### src/rtl/mips_pkg.sv
// mips_pkg: opcode/funct constants shared by fetch and control, plus the fetch FSM state type.
package mips_pkg;
  localparam logic [5:0] R_TYPE   = 6'h00;
  localparam logic [5:0] J        = 6'h02;
  localparam logic [5:0] JAL      = 6'h03;
  localparam logic [5:0] BEQ      = 6'h04;
  localparam logic [5:0] BNE      = 6'h05;
  localparam logic [5:0] ADDI     = 6'h08;
  localparam logic [5:0] ANDI     = 6'h0C;
  localparam logic [5:0] ORI      = 6'h0D;
  localparam logic [5:0] LUI      = 6'h0F;
  localparam logic [5:0] FUNCT_JR = 6'h08;
  typedef enum logic [1:0] {IDLE, FETCH, EXEC} fetch_state_t;
endpackage

### src/rtl/next_pc_calc.sv
// next_pc_calc: combinational next-PC selection (jr > jump > taken branch > pc+4) and jr alignment check.
module next_pc_calc (
  input  logic [31:0] pc,
  input  logic [25:0] target,
  input  logic        jump,
  input  logic        branch_eq,
  input  logic        branch_ne,
  input  logic        alu_zero,
  input  logic        jr,
  input  logic [31:0] jr_target,
  output logic [31:0] pc_plus4,
  output logic [31:0] next_pc,
  output logic        align_err
);
  logic [31:0] br_off;
  logic        take_br;
  always_comb begin
    pc_plus4  = pc + 32'd4;
    br_off    = {{14{target[15]}}, target[15:0], 2'b00};
    take_br   = (branch_eq & alu_zero) | (branch_ne & ~alu_zero);
    next_pc   = jr ? {jr_target[31:2], 2'b00} :
                jump ? {pc_plus4[31:28], target, 2'b00} :
                take_br ? pc_plus4 + br_off : pc_plus4;
    align_err = jr & |jr_target[1:0];
  end
endmodule

### src/rtl/fetch_sequencer.sv
// fetch_sequencer: PC owner and IDLE/FETCH/EXEC instruction fetch sequencer.
// Define FETCH_PERF_CNT_EN to add retired/stall performance counters.
module fetch_sequencer
  import mips_pkg::*;
#(
  parameter logic [31:0] RESET_PC = 32'h0040_0000
) (
  input  logic        clk,
  input  logic        reset,
  output logic        imem_req,
  output logic [31:0] imem_addr,
  input  logic        imem_ack,
  input  logic [31:0] imem_rdata,
  output logic [31:0] instr,
  output logic        instr_valid,
  output logic [31:0] pc,
  output logic [31:0] pc_plus4,
  input  logic        exec_hold,
  input  logic        jump,
  input  logic        jal,
  input  logic        branch_eq,
  input  logic        branch_ne,
  input  logic        alu_zero,
  input  logic        jr,
  input  logic [31:0] jr_target,
  output logic        align_err
`ifdef FETCH_PERF_CNT_EN
  ,
  output logic [31:0] retired_cnt,
  output logic [31:0] stall_cnt
`endif
);
  fetch_state_t state_q, state_d;
  logic [31:0]  pc_q, pc_d, instr_q, instr_d, next_pc;
  logic         align_err_q, align_err_d, npc_align_err, retire;
  logic         unused_jal;
  assign unused_jal = jal;

  next_pc_calc u_npc (
    .pc        (pc_q),
    .target    (instr_q[25:0]),
    .jump      (jump),
    .branch_eq (branch_eq),
    .branch_ne (branch_ne),
    .alu_zero  (alu_zero),
    .jr        (jr),
    .jr_target (jr_target),
    .pc_plus4  (pc_plus4),
    .next_pc   (next_pc),
    .align_err (npc_align_err)
  );

  always_comb begin
    state_d     = state_q;
    pc_d        = pc_q;
    instr_d     = instr_q;
    align_err_d = 1'b0;
    retire      = 1'b0;
    case (state_q)
      IDLE: state_d = FETCH;
      FETCH: begin
        instr_d = imem_ack ? imem_rdata : instr_q;
        state_d = imem_ack ? EXEC : FETCH;
      end
      EXEC: begin
        retire      = ~exec_hold;
        pc_d        = exec_hold ? pc_q : next_pc;
        state_d     = exec_hold ? EXEC : FETCH;
        align_err_d = ~exec_hold & npc_align_err;
      end
      default: state_d = IDLE;
    endcase
  end

  always_ff @(posedge clk) begin
    if (reset) begin
      state_q     <= IDLE;
      pc_q        <= RESET_PC;
      instr_q     <= '0;
      align_err_q <= 1'b0;
    end else begin
      state_q     <= state_d;
      pc_q        <= pc_d;
      instr_q     <= instr_d;
      align_err_q <= align_err_d;
    end
  end

  assign imem_req    = state_q == FETCH;
  assign imem_addr   = pc_q;
  assign instr       = instr_q;
  assign instr_valid = state_q == EXEC;
  assign pc          = pc_q;
  assign align_err   = align_err_q;

`ifdef FETCH_PERF_CNT_EN
  logic [31:0] retired_cnt_q, retired_cnt_d, stall_cnt_q, stall_cnt_d;
  logic        stall;
  always_comb begin
    stall         = (imem_req & ~imem_ack) | (instr_valid & exec_hold);
    retired_cnt_d = retired_cnt_q + {31'd0, retire};
    stall_cnt_d   = stall_cnt_q + {31'd0, stall};
  end
  always_ff @(posedge clk) begin
    if (reset) begin
      retired_cnt_q <= '0;
      stall_cnt_q   <= '0;
    end else begin
      retired_cnt_q <= retired_cnt_d;
      stall_cnt_q   <= stall_cnt_d;
    end
  end
  assign retired_cnt = retired_cnt_q;
  assign stall_cnt   = stall_cnt_q;
`else
  logic unused_retire;
  assign unused_retire = retire;
`endif
endmodule

### config.mk
export PLATFORM = sky130hd
export DESIGN_NAME = fetch_sequencer
export DESIGN_NICKNAME = d
export VERILOG_FILES = /design/src/rtl/mips_pkg.sv /design/src/rtl/next_pc_calc.sv /design/src/rtl/fetch_sequencer.sv
export SDC_FILE = /design/constraint.sdc
export NUM_CORES = 1
export LEC_CHECK = 0
export BUFFER_PORTS_ARGS = -buffer_cell sky130_fd_sc_hd__buf_4
export CORE_MARGIN = 1
export CORE_UTILIZATION = 25
export DETAILED_ROUTE_END_ITERATION = 16
export MAX_ROUTING_LAYER = met4
export PLACE_DENSITY_LB_ADDON = 0.12
export SYNTH_ARGS = -nofsm -noshare
export SYNTH_HDL_FRONTEND = slang
export SYNTH_HIERARCHICAL = 1
export SYNTH_SLANG_ARGS = --single-unit
### constraint.sdc
create_clock -name clk -period 4.6 [get_ports clk]
set_clock_uncertainty 0.1 [all_clocks]
set_input_delay 0.23 -clock clk [delete_from_list [all_inputs] [get_ports clk]]
set_output_delay 0.23 -clock clk [all_outputs]
set_load 0.005 [all_outputs]
* After elaboration in Yosys (flattened, before gate mapping)
Cells that the tools add are included. W data, S select, Z words.
Word-level totals: bits in registers 67, latch bits 0, memory bits (writable) 0, bits in read-only memories 0, bits of input ports 74, output and inout port bits 131, word-level logic and storage cells 27, memories kept 0
Cells by class: add/sub/neg operators 2, multiply operators 0, divide/modulo/power cells 0, order comparisons 0, equal/unequal tests 2, shift operators 0, muxes and demuxes 6, bitwise gates (word level) 8, reduce and logical (&&, ||, !) cells 5
Operator list (count):
- $mux W32 | 3
- $add A32 B3 Y32 const B | 1
- $add A32 B32 Y32 | 1
- $pmux W2 S3 | 1
- $and A1 B1 Y1 | 4
- $mux W2 | 2
- $reduce_and A2 Y1 | 2
- $reduce_or A2 Y1 | 2
- $not A1 Y1 | 3
- $eq A2 B1 Y1 const B | 1
- $eq A2 B2 Y1 const B | 1
- $logic_not A2 Y1 | 1
- $or A1 B1 Y1 | 1

* Depth between registers and ports, before layout
Gate-level depths: netlist of run 1.
depth after elaboration 6, mapped depth 19, depth with buffers taken out 18

* Cells and area by module
The synthesis of run 1 kept the hierarchy.
Modules (own cells, without submodules):
- fetch_sequencer | instances 1, cells each 323, area an instance 3265.6 µm², sequential area each 1341.3 µm²
- next_pc_calc | instances 1, cells each 465, area an instance 3041.7 µm², sequential area each 0.0 µm²

* Least setup slack after synthesis of run 1
OpenSTA, ideal clock, no wires.
path kind flip-flop to flip-flop, start point register pc_q[2], in the netlist imem_addr[2], end point register pc_q[31], in the netlist imem_addr[31], library setup time 0.072 ns, arrival time 3.500 ns, data required time 4.428 ns, setup slack 0.928 ns, cell stages (with the launch flop) 20, buffers on the path 1, period minus slack after synthesis 3.672 ns, cell sequence dfxtp_1 ha_1 nand2_1 nor2_1 nand3_1 nor2_1 xor2_1 ha_1 buf_2 a21oi_1 o221ai_1 o21ai_0 a31oi_1 o311ai_1 a21oi_1 xor2_1 and3_1 o31ai_1 nand2b_1 mux2i_1
On the way: longest elaborated chain between the ends 5
RTL lines:
- start, declared | line fetch_sequencer.sv:34 | logic [31:0] pc_q, pc_d, instr_q, instr_d, next_pc;
- start signal, assigned | line fetch_sequencer.sv:83 | pc_q <= pc_d;
- $add A32 B3 Y32 | line next_pc_calc.sv:18 | pc_plus4 = pc + 32'd4;
- via pc_plus4[18] | line fetch_sequencer.sv:17 | output logic [31:0] pc_plus4,
- $add A32 B32 Y32 | line next_pc_calc.sv:23 | take_br ? pc_plus4 + br_off : pc_plus4;
- $mux W32 | line next_pc_calc.sv:23
- $mux W32 | line next_pc_calc.sv:22 | jump ? {pc_plus4[31:28], target, 2'b00} :
- $mux W32 | line next_pc_calc.sv:21 | next_pc = jr ? {jr_target[31:2], 2'b00} :
- via next_pc[31] | line fetch_sequencer.sv:34
The timed path passes the listed nets, and every way through them passes these cells. A chain may end at the register's enable or synchronous reset.

* Final worst setup path of run 1
start point register pc_q[3], in the netlist imem_addr[3], end point register pc_q[31], in the netlist imem_addr[31]
On the way: longest elaborated chain between the ends 5
RTL lines (line):
- $add A32 B3 Y32 (*) | next_pc_calc.sv:18
- $add A32 B32 Y32 | next_pc_calc.sv:23
- $mux W32 | next_pc_calc.sv:23
- $mux W32 (*) | next_pc_calc.sv:22
- $mux W32 (*) | next_pc_calc.sv:21
- via next_pc[31] | fetch_sequencer.sv:34
Mark *: on every way through the listed nets, which the timed path passes. The rest lies on a longest branch.

==> results of run 1 <==
cell usage in the layout, fill, tap and decap left out, types with 4 or more instances in the layout:
master / n
o21a_1: 9
o21bai_1: 5
ha_1: 36
nor2b_1: 4
o21ai_0: 34
xor2_1: 23
a21oi_1: 40
o22ai_1: 6
nor3_1: 7
o311ai_0: 4
nor2_1: 47
nand2b_1: 127
nand2_1: 67
mux2i_1: 66
inv_1: 15
clkbuf_16: 9
o211ai_1: 10
a211oi_1: 10
dfxtp_1: 65
nand3_1: 14
a21o_1: 14
nand4_1: 7
xnor2_1: 25
o31ai_1: 7
buf_4: 233
and3_1: 9
cell families after synthesis:
family	Yosys count	share of synthesized area, %
mux	68	10.8
xor+xnor	51	7.08
fa+ha+maj	37	7.46
simple gates	304	25.7
compound gates	171	18.7
flops	67	21.3
buf+inv	90	9.03
area by class of cell:
class	instances	area, um^2
fill	2668	16200
multi-input combinational	631	4440
timing repair buffer	233	1750
sequential	67	1340
tap	324	405
clock buffer	9	225
clock inverter	7	76.3
inverter	16	60.1
timing repair:
action / 4_1_cts / 5_1_grt
setup endpoints to repair: 0 / 3
hold endpoints to repair: 0 / 0
resized for setup: 0 / 6
synthesized netlist by cell type (all sizes together) (3+ instances only):
cell	count	area, um^2
mux2i	67	671
and3	9	56.3
buf	48	405
o21ai	36	184
a211oi	10	75.1
xor2	25	219
clkbuf	25	95.1
o22ai	6	37.5
nor2	48	180
o21a	10	82.6
and3b	3	26.3
nand3	14	70.1
a21o	15	114
a222oi	3	30.0
a2111oi	4	53.8
o21bai	5	37.5
nor3	8	45.0
o311ai	5	43.8
xnor2	26	228
ha	36	450
nor2b	4	25.0
nor4	3	18.8
dfxtp	67	1340
nand2b	127	795
nand4	7	43.8
o211ai	10	75.1
a21oi	41	209
nand2	69	264
o31ai	7	52.6
inv	15	56.3
final timing paths:
check	slack [ns]	startpoint	end
max	0.37	imem_addr[3]	imem_addr[31]
min	0.05	imem_rdata[3]	instr[3]
max reg2reg	0.37	imem_addr[3]	imem_addr[31]
min reg2reg	0.38	instr[27]	instr[27]
flip-flops by register name (all words and copies together), names as in the netlist:
| register | count |
|---|---|
| imem_addr | 32 |
| state_q | 2 |
| instr | 32 |
| align_err | 1 |
worst max-delay path: cells and delay by family (launching register included):
kind | cells | cell delay [ns]
AO/OA/AOI/OAI | 7 | 1.34
AND/OR/NAND/NOR | 6 | 0.86
adder cells (fa/ha/maj) | 2 | 0.60
flip-flops | 1 | 0.42
XOR/XNOR | 2 | 0.38
buffers and inverters | 2 | 0.34
multiplexers | 1 | 0.12
metrics by stage:
stage	cells	TNS, ns
5_1_grt	1287	-0.00343
6_report	1287	0
3_3_place_gp	1271	0
3_5_place_dp	1271	0
2_1_floorplan	788	0
4_1_cts	1287	0
power by group:
group,total [mW],switching (mW),internal [mW]
Clock,0.735,0.311,0.424
Combinational,0.343,0.171,0.172
Sequential,0.624,0.0247,0.599
routing by layer:
layer / vias to the layer above / part of all wire [%]
li1: 3085 / -
met1: 2867 / 47
met2: 140 / 48
met3: 12 / 3.9
met4: 0 / 0.82
met5: - / 0
==> qor.txt, run 1 <==
Number of antenna violations at the first check in global routing = 0
Global route total overflow = 0
MaxCap Viol Count = 0
Endpoint kind of the worst setup timing path = flip-flop
Core region area = 24500 um^2
Worst min-delay path category = in -> reg
Worst path max stage delay = 0.42 ns
Worst Setup Path Type = reg -> reg
Routed vias/inst = 4.74
Reg clk slew, reported paths = 0.06 ns
Area of the die = 25900 um^2
Post-synthesis cell area = 6310 um^2
Worst-case reg-to-reg path depth = 20
Min cycle time layout = 4.23 ns
Clock root buffer = clkbuf_16
Clock tree from TritonCTS = built
Clock tree sinks = 67
Antenna fix cells = 0
GRT Max-Usage Layer = met2
Number of remaining DRC errors = 0
CP Data Required Time = 4.78 ns
Area added between synthesis and finish = 31.6%
Slew at the pin closest to its max-slew limit = 1.01 ns
List of cells traversed by the critical path = ha_1, nand2_1, nor2_1, buf_4, nand3_1, nor2_2, xor2_2, ha_1, a21oi_1, o221ai_1, o21ai_0, a31oi_1, buf_4, o311ai_1, a21oi_1, xor2_1, and3_1, o31ai_1, nand2b_1, mux2i_1
Met1 Track Usage GR = 23.2%
Data arrival time of the worst path = 4.41 ns
Most common flop cell mapped by yosys = dfxtp_1
Count of warnings emitted by yosys = 6
Highest net fanout along the worst path = 7
Port-buffer cells = 203
Pin count of the biggest net entering global routing = 132
Number of clock buffers inserted by TritonCTS = 9
Hold-fix buffers, CTS = 0
Number of H-tree levels = 3
Post-synth net total = 899
Final worst-path cycle share = 92.0%
Cell type of the slowest stage on the worst timing path = dfxtp_1
Fin Hold WS = 0.0497 ns
Launching element type of the critical path = flip-flop
Met3 track demand over resource = 2.56%
Fmax = 236 MHz
Max VDD drop = 126 uV
Combined global-route utilization of all metal layers = 17.8%
Post-route core utilization = 33.8%
Violation count after the first detailed-routing iteration = 346
Summed area of non-filler cells in the final layout = 8300 um^2
Final Slew Violations = 0
Number of top-level design ports = 205
Setup-failing EPs final = 0
Number of iterations in the first detailed-routing pass = 5
Vertical die dimension = 161 um
Min-Delay Path Depth = 3
Relative max-transition margin = 33.0%
Sequential area share after synthesis = 21.3%
Count of nets left with antenna violations after detail routing = 0
Ratio of total power to cell area = 205 nW/um^2
EDFF count, synth = 0
Number of vias in the routed layout = 6104
Post-layout worst setup margin = 0.369 ns
Final Power = 1.70 mW
Via count of the first global-routing pass = 5816
Fraction of registers with async set/reset = 0%
Standard cell area after detailed placement = 7970 um^2
Hold Vio Cnt, Final = 0
Number of nets at the end of the flow = 1069
Cell count after synthesis = 788
Width of the die = 161 um
Post-CTS setup-driven buffer insertion count = 0
Clock latency on the worst-skew pair = 0.34 ns
Pre-CTS setup slack = 0.361 ns
Maximum clock insertion buffer count = 2
First-pass GRT wire length = 34400 um
Leakage power of the design = 3.62 nW
Share of layout cells above drive strength 1 = 28.7%
Detailed placer's ending HPWL = 16800 um
Post-synth cell types = 74
Global placement routability congestion = 0.869
Global routing usage on met2 = 29.1%
Average instance area after synthesis = 8.00 um^2
FP Rows = 57
Starting density of the core = 25.7%
Outcome = finished clean
Post-synthesis sequential element count = 67
Post-Route WL = 22400 um
Wire length per cell after detailed routing = 17.4 um
(Power assumes the default switching activity.)
==> run 2, diff against run 1 <==
==> constraint.sdc (replaced) <==
create_clock -name clk -period 5 [get_ports clk]
set_clock_uncertainty 0.1 [all_clocks]
set_input_delay 0.25 -clock clk [delete_from_list [all_inputs] [get_ports clk]]
set_output_delay 0.25 -clock clk [all_outputs]
set_load 0.005 [all_outputs]
==> qor.txt, run 2 (synthesized netlist as in run 1, its figures left out) <==
Outcome = finished clean
FP Rows = 57
Maximum clock insertion buffer count = 2
Detailed placer's ending HPWL = 16700 um
Pin count of the biggest net entering global routing = 132
Layout fillers = 2687
Global placement routability congestion = 0.860
CP Data Required Time = 5.11 ns
Resized Gates After CTS = 0
Wire length per cell after detailed routing = 17.4 um
Area occupied by multi-input gates = 4420 um^2
Most used cells in the layout excluding fill and tap cells = buf_4, nand2b_1, dfxtp_1, nand2_1, mux2i_1
Antenna fix cells = 0
Combined global-route utilization of all metal layers = 17.6%
Clock tree sinks = 67
Max VDD drop = 110 uV
MaxCap Viol Count = 0
Number of clock buffers inserted by TritonCTS = 9
Final Slew Violations = 0
Min cycle time layout = 4.34 ns
Number of top-level design ports = 205
Fin Hold WS = 0.0710 ns
Vertical die dimension = 161 um
Area added between synthesis and finish = 29.5%
Setup-failing EPs final = 0
Violation count after the first detailed-routing iteration = 341
Area of the die = 25900 um^2
Share of layout cells above drive strength 1 = 26.7%
Register area = 1340 um^2
Routed vias/inst = 4.73
Final worst-path cycle share = 86.9%
Worst min-delay path category = in -> reg
Launching element type of the critical path = flip-flop
Clock tree from TritonCTS = built
Post-CTS setup-driven buffer insertion count = 0
Relative max-transition margin = 34.4%
Hold Vio Cnt, Final = 0
Port-buffer cells = 203
Reg clk slew, reported paths = 0.07 ns
Ratio of total power to cell area = 197 nW/um^2
Number of H-tree levels = 3
Fmax = 230 MHz
Core region area = 24500 um^2
First-pass GRT wire length = 34100 um
Setup repair after global routing missed its margin = no
Number of remaining DRC errors = 0
Clock latency on the worst-skew pair = 0.34 ns
Post-Route WL = 22200 um
Most common cell after layout, fill and taps aside = buf_4
Global route total overflow = 0
Slew at the pin closest to its max-slew limit = 0.985 ns
Leakage power of the design = 3.54 nW
Count of nets left with antenna violations after detail routing = 0
Width of the die = 161 um
Clock root buffer = clkbuf_16
Endpoint kind of the worst setup timing path = flip-flop
Highest net fanout along the worst path = 8
Number of nets at the end of the flow = 1052
Worst Setup Path Type = reg -> reg
Via count of the first global-routing pass = 5853
Data arrival time of the worst path = 4.46 ns
Final setup TNS = 0 ns
Starting density of the core = 25.7%
Hold-fix buffers, CTS = 0
Number of antenna violations at the first check in global routing = 0
Number of vias in the routed layout = 6001
Number of iterations in the first detailed-routing pass = 5
## run 2: cell types whose count changed in the layout (fill, tap and decap cells not counted), sizes merged
cell	delta
bufinv	+1
buf	-17
clkinvlp	-1
## run 2: final cells by class
type / instances / share of cell area (%)
Sequential cell: 67 / 16.4
Multi-Input combinational cell: 631 / 54.1
Tap cell: 324 / 4.96
Clock inverter: 7 / 1.21
Timing Repair Buffer: 216 / 19.8
Inverter: 16 / 0.735
Clock buffer: 9 / 2.76
## run 2: critical path, cell delays in order (launching register included)
cell	delay (ns)
dfxtp_1	0.49
and4_1	0.31
and3_1	0.26
and3_1	0.33
nand2_1	0.22
xnor2_1	0.37
ha_1	0.32
nand2_1	0.15
o221ai_1	0.15
o21ai_0	0.18
a31oi_1	0.11
o31ai_1	0.45
o21ai_0	0.20
xor2_1	0.17
o221ai_1	0.15
o21ai_0	0.10
nand2b_1	0.09
mux2i_1	0.06
## run 2: path summary, 6_finish.rpt
path                       start       endpoint  slack (ns)  depth (start not counted)
setup / recovery    imem_addr[9]  imem_addr[27]        0.66                         17
hold / removal    imem_rdata[20]      instr[20]        0.07                          3
setup reg to reg    imem_addr[9]  imem_addr[27]        0.66                         17
hold reg to reg        instr[28]      instr[28]        0.38                          2
## run 2: power breakdown
group	internal [mW]	total, mW	leakage (nW)	switching (mW)
Sequential	0.551	0.576	0.544	0.0251
Clock	0.441	0.725	0.156	0.284
Combinational	0.156	0.309	2.84	0.154
## run 2: per-stage QoR
| step | instances | power (mW) | instance area (um^2) | utilization (%) | setup WS [ns] |
|---|---|---|---|---|---|
| after global placement | 1254 | 0.901 | 7850 | 32.0 | 0.701 |
| after floorplan | 788 | 0.772 | 6310 | - | 1.33 |
| after detailed placement | 1254 | 0.901 | 7850 | 32.0 | 0.676 |
| final | 1270 | 1.61 | 8170 | 33.3 | 0.657 |
| after CTS | 1270 | 1.64 | 8170 | 33.3 | 0.649 |
| after global routing | 1270 | 1.69 | 8170 | 33.3 | 0.246 |
## run 2: per-layer routing
metal | wire, um | vias to the layer above | global-route usage (%) | part of all wire (%)
li1 | - | 3040 | - | -
met1 | 10400 | 2808 | 22.7 | 47
met2 | 10500 | 137 | 28.7 | 47
met3 | 963 | 16 | 2.69 | 4.3
met4 | 240 | 0 | 3.99 | 1.1
met5 | 0 | - | - | 0
==> run 3, diff against run 2 <==
--- a/config.mk
+++ b/config.mk
@@ -7,10 +7,11 @@
 export LEC_CHECK = 0
 export BUFFER_PORTS_ARGS = -buffer_cell sky130_fd_sc_hd__buf_4
 export CORE_MARGIN = 1
-export CORE_UTILIZATION = 25
+export CORE_UTILIZATION = 55
 export DETAILED_ROUTE_END_ITERATION = 16
 export MAX_ROUTING_LAYER = met4
 export PLACE_DENSITY_LB_ADDON = 0.12
+export SETUP_SLACK_MARGIN = 0.05
 export SYNTH_ARGS = -nofsm -noshare
 export SYNTH_HDL_FRONTEND = slang
 export SYNTH_HIERARCHICAL = 1
==> qor.txt, run 3 (synthesized netlist as in run 1, its figures left out) <==
Outcome = finished clean
Share of layout cells above drive strength 1 = 26.0%
Global placement routability congestion = 0.930
List of cells traversed by the critical path = nand3_1, nor2_1, and3_1, nand2_1, xnor2_1, ha_1, a21o_1, a21o_1, a211oi_1, o21ai_2, a221o_1, nor3_2, nor4_1, a211oi_1, nand2b_1, mux2i_1
Area of the die = 11900 um^2
Fmax = 220 MHz
Fin Hold WS = 0.0699 ns
Final setup TNS = 0 ns
CP Data Required Time = 5.18 ns
MaxCap Viol Count = 0
Clock latency on the worst-skew pair = 0.35 ns
First-pass GRT wire length = 30400 um
Clock tree from TritonCTS = built
Cell type of the slowest stage on the worst timing path = dfxtp_1
Count of nets left with antenna violations after detail routing = 0
Number of vias in the routed layout = 6313
Ratio of total power to cell area = 198 nW/um^2
Post-CTS setup-driven buffer insertion count = 0
Number of remaining DRC errors = 0
Clock tree sinks = 67
Final Slew Violations = 0
Number of nets at the end of the flow = 1043
FP Rows = 38
Layout fillers = 854
Standard cell area after detailed placement = 7540 um^2
Vertical die dimension = 109 um
Maximum clock insertion buffer count = 2
Data arrival time of the worst path = 4.72 ns
Combined global-route utilization of all metal layers = 34.1%
Setup repair after global routing missed its margin = no
Relative max-transition margin = 23.9%
Worst min-delay path category = in -> reg
Violation count after the first detailed-routing iteration = 748
Max VDD drop = 242 uV
Endpoint kind of the worst setup timing path = flip-flop
Total instance count after detailed placement = 1061
Global route total overflow = 0
Slew at the pin closest to its max-slew limit = 1.14 ns
Launching element type of the critical path = flip-flop
Met3 track demand over resource = 7.59%
Port-buffer cells = 203
Number of H-tree levels = 3
Setup-failing EPs final = 0
Antenna fix cells = 0
Hold-fix buffers, CTS = 0
Via count of the first global-routing pass = 5972
Number of iterations in the first detailed-routing pass = 7
Core region area = 11000 um^2
Clock root buffer = clkbuf_16
Area added between synthesis and finish = 24.5%
Worst path max stage delay = 0.47 ns
Width of the die = 109 um
Summed area of non-filler cells in the final layout = 7850 um^2
Hold Vio Cnt, Final = 0
Number of clock buffers inserted by TritonCTS = 9
Worst Setup Path Type = reg -> reg
Routed vias/inst = 5.86
Most common cell after layout, fill and taps aside = buf_4
GRT Max-Usage Layer = met2
Most used cells in the layout excluding fill and tap cells = buf_4, nand2b_1, dfxtp_1, nand2_1, mux2i_1
Min cycle time layout = 4.54 ns
Pre-CTS setup slack = 0.642 ns
Pin count of the biggest net entering global routing = 132
Number of antenna violations at the first check in global routing = 0
Global routing usage on met2 = 55.0%
Leakage power of the design = 3.48 nW
Post-Route WL = 19500 um
Post-layout worst setup margin = 0.464 ns
Starting density of the core = 57.4%
Reg clk slew, reported paths = 0.06 ns
Number of top-level design ports = 205
Wire length per cell after detailed routing = 18.2 um
Final std cells w/o fill = 1077
Final worst-path cycle share = 90.7%
Highest net fanout along the worst path = 7
Resized Gates After CTS = 0
Detailed placer's ending HPWL = 14300 um
Met1 Track Usage GR = 42.5%
run 3: path summary, 6_finish.rpt:
check / start / cells after the start / endpoint / slack, ns
worst max-delay path: imem_addr[4] / 16 / imem_addr[28] / 0.46
worst min-delay path: imem_rdata[1] / 3 / instr[1] / 0.07
worst max register to register: imem_addr[4] / 16 / imem_addr[28] / 0.46
worst min register to register: instr[27] / 2 / instr[27] / 0.38
run 3: layout make-up:
class,count,area (um^2),share of cell area [%]
clock buffer,10,239,3.04
tap,140,175,2.23
clock inverter,6,73.8,0.940
timing repair buffer,207,1550,19.8
multi-input combinational,631,4410,56.1
sequential,67,1340,17.1
inverter,16,60.1,0.765
run 3: through the flow:
stage               power [mW]  util (%)
finish                    1.55      71.5
global placement         0.879      68.6
detailed placement       0.887      68.6
CTS                       1.56      71.5
floorplan                0.772         -
global route              1.62      71.5
run 3: worst max-delay path: cells and delay by family, from the launching register on:
kind / cells / cell delay (ns)
mux: 1 / 0.12
fa+ha+maj: 1 / 0.38
simple gates: 7 / 1.56
xor+xnor: 1 / 0.44
flops: 1 / 0.47
compound gates: 6 / 1.38
run 3: metal layers:
layer,wire (um),part of all wire (%)
met5,0,0
met2,9440,48
met4,274,1.4
met1,8340,43
met3,1490,7.6
run 3: report_power, final:
part,total (mW),leakage [nW],switching (mW),internal [mW]
clock network,0.673,0.147,0.268,0.405
registers,0.575,0.544,0.0235,0.552
logic,0.306,2.79,0.153,0.154
total,1.55,3.48,0.444,1.11
